==> config.mk <==
export PLATFORM = sky130hd
export DESIGN_NAME = branch_resolve
export DESIGN_NICKNAME = d
export VERILOG_FILES = /design/src/rtl/branch_pkg.sv /design/src/rtl/branch_cond_eval.sv /design/src/rtl/branch_resolve.sv
export SDC_FILE = /design/constraint.sdc
export NUM_CORES = 1
export LEC_CHECK = 0
export ABC_CLOCK_PERIOD_IN_PS = 5000
export CORE_AREA = 10 10 103 105
export DETAILED_ROUTE_END_ITERATION = 10
export DIE_AREA = 0 0 113 115
export PLACE_DENSITY = 0.76
export SYNTH_ARGS = -nofsm -noshare
export SYNTH_HDL_FRONTEND = slang
export SYNTH_SLANG_ARGS = --single-unit
==> constraint.sdc <==
create_clock -name clk -period 5 [get_ports clk]
set_clock_uncertainty 0.05 [all_clocks]
set_input_delay 0.5 -clock clk [delete_from_list [all_inputs] [get_ports clk]]
set_output_delay 0.5 -clock clk [all_outputs]
set_load 0.005 [all_outputs]
==> src/rtl/branch_pkg.sv <==
// Shared types for the branch resolve unit: op codes, FSM states, PC width.
package branch_pkg;

    localparam int PC_W = 20;

    typedef enum logic [2:0] {
        BR_BEQ = 3'd0,
        BR_BNE = 3'd1,
        BR_BS  = 3'd2,
        BR_BNS = 3'd3,
        BR_JMP = 3'd4
    } br_op_t;

    typedef enum logic [1:0] {
        BRS_IDLE,
        BRS_WAIT_FLAGS,
        BRS_RESOLVE,
        BRS_FLUSH
    } brs_state_t;

    // Only the four flag-testing ops consume the flag register.
    function automatic logic br_is_cond(logic [2:0] op);
        return op < 3'd4;
    endfunction

endpackage

==> src/rtl/branch_cond_eval.sv <==
// Combinational branch condition: (op, Z, S) -> taken.
module branch_cond_eval
    import branch_pkg::*;
(
    input  logic [2:0] op_i,
    input  logic       z_i,
    input  logic       s_i,
    output logic       taken_o
);

    always_comb begin
        taken_o = 1'b0;
        case (op_i)
            BR_BEQ:  taken_o = z_i;
            BR_BNE:  taken_o = !z_i;
            BR_BS:   taken_o = s_i;
            BR_BNS:  taken_o = !s_i;
            BR_JMP:  taken_o = 1'b1;
            default: taken_o = 1'b0;
        endcase
    end

endmodule

==> src/rtl/branch_resolve.sv <==
// Branch resolve: flag register, resolve FSM, next-PC and flush generation.
// Optional BRANCH_STATS_EN adds saturating resolve/taken counters.
module branch_resolve
    import branch_pkg::*;
#(
    parameter int WIDTH        = PC_W,
    parameter int FLUSH_CYCLES = 2
) (
    input  logic             clk,
    input  logic             rst_n,
    input  logic             flag_valid,
    input  logic             flag_zero,
    input  logic             flag_sign,
    input  logic             br_valid,
    output logic             br_ready,
    input  logic [2:0]       br_op,
    input  logic [WIDTH-1:0] br_pc,
    input  logic [WIDTH-1:0] br_target,
    output logic             pc_valid,
    output logic [WIDTH-1:0] pc_next,
    output logic             br_taken,
    output logic             flush
`ifdef BRANCH_STATS_EN
    ,
    output logic [15:0]      stat_total,
    output logic [15:0]      stat_taken
`endif
);

    brs_state_t       state_q;
    logic             z_q, s_q, fresh_q;
    logic [2:0]       op_q;
    logic [WIDTH-1:0] pc_q, tgt_q;
    logic [7:0]       cnt_q;
    logic             pc_valid_q, taken_q, flush_q;
    logic [WIDTH-1:0] pc_next_q;

    logic             idle, go_resolve;
    logic             z_eff, s_eff, taken_d;
    logic [2:0]       op_eff;
    logic [WIDTH-1:0] pc_eff, tgt_eff, pc_next_d;

    // Same-cycle flags bypass the register so they are "written then used".
    always_comb begin
        idle    = (state_q == BRS_IDLE);
        z_eff   = flag_valid ? flag_zero : z_q;
        s_eff   = flag_valid ? flag_sign : s_q;
        op_eff  = idle ? br_op : op_q;
        pc_eff  = idle ? br_pc : pc_q;
        tgt_eff = idle ? br_target : tgt_q;
        go_resolve = 1'b0;
        if (idle && br_valid)
            go_resolve = !br_is_cond(br_op) || fresh_q || flag_valid;
        else if (state_q == BRS_WAIT_FLAGS)
            go_resolve = flag_valid;
    end

    branch_cond_eval u_eval (
        .op_i    (op_eff),
        .z_i     (z_eff),
        .s_i     (s_eff),
        .taken_o (taken_d)
    );

    assign pc_next_d = taken_d ? tgt_eff : pc_eff + WIDTH'(1);

    always_ff @(posedge clk) begin
        if (!rst_n) begin
            state_q    <= BRS_IDLE;
            z_q        <= 1'b0;
            s_q        <= 1'b0;
            fresh_q    <= 1'b0;
            op_q       <= '0;
            pc_q       <= '0;
            tgt_q      <= '0;
            cnt_q      <= '0;
            pc_valid_q <= 1'b0;
            taken_q    <= 1'b0;
            flush_q    <= 1'b0;
            pc_next_q  <= '0;
        end else begin
            pc_valid_q <= 1'b0;
            if (flag_valid) begin
                z_q     <= flag_zero;
                s_q     <= flag_sign;
                fresh_q <= 1'b1;
            end
            if (go_resolve) begin
                pc_valid_q <= 1'b1;
                taken_q    <= taken_d;
                pc_next_q  <= pc_next_d;
            end
            case (state_q)
                BRS_IDLE: begin
                    if (br_valid) begin
                        op_q    <= br_op;
                        pc_q    <= br_pc;
                        tgt_q   <= br_target;
                        state_q <= go_resolve ? BRS_RESOLVE : BRS_WAIT_FLAGS;
                    end
                end
                BRS_WAIT_FLAGS: begin
                    if (go_resolve)
                        state_q <= BRS_RESOLVE;
                end
                BRS_RESOLVE: begin
                    if (br_is_cond(op_q) && !flag_valid)
                        fresh_q <= 1'b0;
                    if (taken_q && FLUSH_CYCLES > 0) begin
                        state_q <= BRS_FLUSH;
                        flush_q <= 1'b1;
                        cnt_q   <= 8'(FLUSH_CYCLES - 1);
                    end else begin
                        state_q <= BRS_IDLE;
                    end
                end
                BRS_FLUSH: begin
                    if (cnt_q == 8'd0) begin
                        state_q <= BRS_IDLE;
                        flush_q <= 1'b0;
                    end else begin
                        cnt_q <= cnt_q - 8'd1;
                    end
                end
                default: state_q <= BRS_IDLE;
            endcase
        end
    end

    assign br_ready = idle;
    assign pc_valid = pc_valid_q;
    assign pc_next  = pc_next_q;
    assign br_taken = taken_q;
    assign flush    = flush_q;

`ifdef BRANCH_STATS_EN
    logic [15:0] stat_total_q, stat_taken_q;

    always_ff @(posedge clk) begin
        if (!rst_n) begin
            stat_total_q <= '0;
            stat_taken_q <= '0;
        end else if (state_q == BRS_RESOLVE) begin
            if (stat_total_q != 16'hFFFF)
                stat_total_q <= stat_total_q + 16'd1;
            if (taken_q && stat_taken_q != 16'hFFFF)
                stat_taken_q <= stat_taken_q + 16'd1;
        end
    end

    assign stat_total = stat_total_q;
    assign stat_taken = stat_taken_q;
`endif

endmodule

==> metrics.txt <==
# TYPE chip_impl_metric gauge
chip_impl_metric{name="worst_pin_slew",unit="ns"} 1.116
chip_impl_metric{name="clk_transition_reported_paths",unit="ns"} 0.08
chip_impl_metric{name="max-vdd-ir-drop",unit="V"} 0.0001942
chip_impl_metric{name="cts_setup_buffers",unit=""} 0
chip_impl_metric{name="maxCapViolCount",unit=""} 0
chip_impl_metric{name="critical_path_arrival",unit="ns"} 3.60
chip_impl_info{name="rsz0062_at_grt",value="false"} 1
chip_impl_metric{name="core",unit="sq um"} 8551
chip_impl_metric{name="synth.ff_latch_count",unit=""} 79
chip_impl_metric{name="final-hold-violation-count",unit=""} 0
chip_impl_info{name="clk_root_buffer_cell",value="clkbuf_8"} 1
chip_impl_info{name="timing.critical_path.from_type",value="register"} 1
chip_impl_metric{name="synth-edff-count",unit=""} 0
chip_impl_metric{name="clock_power_share",unit="%"} 32.6
chip_impl_metric{name="drive_gt1_share",unit="%"} 6.997
chip_impl_metric{name="die_width",unit="um"} 113
chip_impl_metric{name="synth.yosys.warnings",unit=""} 0
chip_impl_metric{name="cts_buffer_depth",unit=""} 2
chip_impl_metric{name="final_net_count",unit=""} 633
chip_impl_metric{name="number_of_vias_in_the_routed_layout",unit=""} 4037
chip_impl_metric{name="gp_routability_congestion",unit=""} 0.9507
chip_impl_metric{name="grt_first_pass_wirelength",unit="um"} 21060
chip_impl_metric{name="grt_remaining_overflow",unit=""} 0
chip_impl_metric{name="period_minus_slack",unit="ns"} 3.372
chip_impl_metric{name="synth_area_per_cell",unit="sq um"} 8.015
chip_impl_metric{name="grt_max_degree",unit=""} 60
chip_impl_metric{name="antenna_cells_inserted",unit=""} 0
chip_impl_metric{name="switching_share",unit="%"} 29.70
chip_impl_metric{name="tns",unit="ns"} 0
chip_impl_info{name="postSynth.topFlopCell",value="dfxtp_1"} 1
chip_impl_metric{name="drt-vias-per-instance",unit=""} 5.817
chip_impl_info{name="worst_setup_path_end_kind",value="register"} 1
chip_impl_metric{name="worst-r2r-cell-count",unit=""} 10
chip_impl_metric{name="yosysUniqueCellTypes",unit=""} 62
chip_impl_metric{name="synthesis.nets",unit=""} 579
chip_impl_metric{name="achievable-frequency",unit="GHz"} 0.2965
chip_impl_metric{name="track_usage",unit="%"} 19.53
chip_impl_metric{name="wl_per_cell",unit="um"} 18.15
chip_impl_metric{name="yosysTopAreaCellShare",unit="%"} 37.44
chip_impl_metric{name="required",unit="ns"} 5.22
chip_impl_metric{name="p_switching",unit="mW"} 0.4958
chip_impl_metric{name="synth-async-reset-ratio",unit="%"} 0
chip_impl_info{name="worst_hold_path_type",value="reg -> reg"} 1
chip_impl_metric{name="firstDrtPassIters",unit=""} 6
chip_impl_metric{name="ant_nets",unit=""} 0
chip_impl_metric{name="report.final.slew_viol_count",unit=""} 0
chip_impl_metric{name="cts.sink_count",unit=""} 79
chip_impl_metric{name="hold-worst-slack",unit="ns"} 0.4106
chip_impl_metric{name="area_growth",unit="%"} 22.87
chip_impl_metric{name="place_area",unit="sq um"} 4957
chip_impl_metric{name="timing.max_slew.rel_slack",unit="%"} 25.51
chip_impl_info{name="synth_largest_area_cell",value="dfxtp_1"} 1
chip_impl_metric{name="first_global_vias",unit=""} 4220
chip_impl_metric{name="ports",unit=""} 73
chip_impl_metric{name="clock_insertion_delay_worst_skew",unit="ns"} 0.35
chip_impl_info{name="worstHoldEndpoint",value="tgt_q[8]$_SDFFE_PN0N_"} 1
chip_impl_metric{name="regToRegSetupSlack",unit="ns"} 1.63
chip_impl_metric{name="timing.final.crit_share",unit="%"} 67.45
chip_impl_metric{name="setup_violations",unit=""} 0
chip_impl_metric{name="placement_rows",unit=""} 34
chip_impl_metric{name="synthCells",unit=""} 527
chip_impl_metric{name="finish.cell_count_without_fillers",unit=""} 694
chip_impl_metric{name="power.density_cell_area",unit="nW/um^2"} 321.6
chip_impl_metric{name="hold-path-cell-count",unit=""} 2
chip_impl_metric{name="intPower",unit="mW"} 1.173
chip_impl_metric{name="dp_cells",unit=""} 678
chip_impl_metric{name="die_height",unit="um"} 115
chip_impl_metric{name="synth-seq-area-share",unit="%"} 37.44
chip_impl_metric{name="detailedPlacementHpwl",unit="um"} 9191
chip_impl_metric{name="post_synth_instance_area",unit="sq um"} 4224
chip_impl_info{name="tritoncts",value="built"} 1
chip_impl_metric{name="power.sequential.fraction",unit="%"} 43.4
chip_impl_metric{name="grt_antenna_before_repair",unit=""} 0
chip_impl_metric{name="start_util",unit="%"} 49.40
chip_impl_metric{name="final_cell_area",unit="sq um"} 5190
chip_impl_metric{name="leakage",unit="nW"} 1.902
chip_impl_metric{name="cts_made_buffers",unit=""} 9
chip_impl_info{name="r2r_end",value="pc_next[6]$_SDFFE_PN0P_"} 1
chip_impl_info{name="synth_top_cells_by_area",value="dfxtp_1 37%, nand2_1 11%, a21oi_1 8.9%"} 1
chip_impl_info{name="holdCritStartpoint",value="tgt_q[8]$_SDFFE_PN0N_"} 1
chip_impl_metric{name="cts_htree_levels",unit=""} 3
chip_impl_metric{name="total_wire_length",unit="um"} 12600
chip_impl_metric{name="num-fill-cells",unit=""} 771
chip_impl_metric{name="floorplan.die_area",unit="sq um"} 13000
chip_impl_metric{name="post_cts.resized_instances",unit=""} 0
chip_impl_metric{name="combPwrFrac",unit="%"} 24.0
chip_impl_metric{name="io_buffers",unit=""} 72
chip_impl_info{name="outcome",value="completed"} 1
chip_impl_metric{name="remaining_drc_errors",unit=""} 0
chip_impl_metric{name="holdBufCountCts",unit=""} 0
chip_impl_info{name="reg2reg_from",value="state_q[1]$_SDFFE_PN0P_"} 1
chip_impl_info{name="timing_worst_setup_path_type",value="reg -> reg"} 1
chip_impl_metric{name="drt_iter0_drc",unit=""} 260
chip_impl_metric{name="timing.critical_path.fanout_max",unit=""} 35
## power by group through the flow
stage          Combinational [mW]  Clock [mW]  Sequential [mW]
6_report                    0.401       0.543            0.725
5_1_grt                     0.442       0.578            0.732
4_1_cts                     0.401       0.551            0.724
3_5_place_dp                0.399           0            0.738
3_3_place_gp                0.393           0            0.736
2_1_floorplan               0.251           0            0.722
## registers in the layout, indices dropped and copies added (netlist names)
signal,cells
cnt_q,8
br_taken,1
op_q,3
pc_next,20
flush,1
pc_q,20
tgt_q,20
fresh_q,1
z_q,1
state_q,2
pc_valid,1
s_q,1
## critical path, cell delays in order (launching register included)
cell and delay [ns]:
dfxtp_1 1.07, or2_2 0.62, inv_2 0.22, nand2_1 0.12
nand2_1 0.06, ha_1 0.24, o21ai_0 0.14, o21bai_1 0.17
xor2_1 0.30, o211ai_1 0.16, a21oi_1 0.14
## per-layer routing
layer	part of all wire (%)	GRT usage (%)	wire, um
met5	0	0	0
met4	2.1	5.753	266
met1	42	22.14	5269
met2	50	34.98	6339
met3	5.7	5.365	723
## cells in the mapped netlist (5+ instances only)
library cell	number
xor2_1	15
mux2_2	5
mux2i_1	25
clkbuf_1	17
a21oi_1	75
o211ai_1	14
xnor2_1	6
dfxtp_1	79
nand2_1	122
o21ai_0	24
a31oi_1	6
nor3_1	5
nand3_1	14
nor2_1	25
buf_2	11
nand4_1	7
## stage by stage
stage	utilization, %	setup slack [ns]	power (mW)
finish	60.70	1.628	1.669
global route	60.70	1.354	1.751
CTS	60.70	1.679	1.677
detailed placement	57.97	1.713	1.137
global placement	57.97	1.755	1.129
floorplan	-	2.326	0.9731
## cell usage in the layout, fill, tap and decap left out, drive strengths merged, types with 2 or more instances in the layout
| cell type | count |
|---|---|
| clkinv | 2 |
| mux2i | 25 |
| buf | 4 |
| o211ai | 14 |
| nand3b | 3 |
| nor3 | 5 |
| nand4 | 7 |
| a22oi | 3 |
| nor2 | 26 |
| bufinv | 2 |
| o21ai | 27 |
| a211oi | 4 |
| dfxtp | 79 |
| and2 | 3 |
| nand2 | 122 |
| or3 | 5 |
| nand4bb | 4 |
| ha | 3 |
| o211a | 2 |
| or4bb | 4 |
| nand3 | 14 |
| mux4 | 2 |
| inv | 6 |
| o21ba | 2 |
| clkdlybuf4s50 | 72 |
| a31oi | 6 |
| mux2 | 5 |
| xnor2 | 6 |
| a21oi | 75 |
| or3b | 3 |
| clkbuf | 12 |
| a222oi | 2 |
| and3 | 2 |
| xor2 | 15 |
| a2bb2oi | 2 |
## worst max-delay path by stage
stage,cells past startpoint,slack [ns],from,endpoint
final,10,1.63,state_q[1]$_SDFFE_PN0P_,pc_next[6]$_SDFFE_PN0P_
after CTS,3,1.68,state_q[1]$_SDFFE_PN0P_,br_ready
after global routing,9,1.35,state_q[1]$_SDFFE_PN0P_,pc_next[16]$_SDFFE_PN0P_
after global placement,10,1.75,state_q[1]$_SDFFE_PN0P_,pc_next[6]$_SDFFE_PN0P_
after floorplan,13,2.33,state_q[1]$_SDFFE_PN0P_,pc_next[14]$_SDFFE_PN0P_
after detailed placement,10,1.71,state_q[1]$_SDFFE_PN0P_,pc_next[6]$_SDFFE_PN0P_
## layout make-up
cell class	count	area, sq um	area share, %
timing repair buffer	76	750.7	14.46
inverter	6	22.52	0.4339
tap	108	135.1	2.604
multi-input combinational	409	2467	47.54
sequential	79	1582	30.47
clock buffer	12	155.1	2.989
clock inverter	4	77.57	1.495
## cell families (layout without fill, tap and decap cells)
group                      count (synthesis)  after routing  synth area share, %
muxes                                     32             32                8.323
xor gates and xnor gates                  21             21                4.354
adders and majority gates                  3              3               0.8887
DFF                                       79             79                37.44
AOI/OAI and AO/OA                        148            148                21.95
buffers and inverters                     39             98                4.265
and+or+nand+nor                          205            205                22.78
Power figures use the tool's default switching activity.
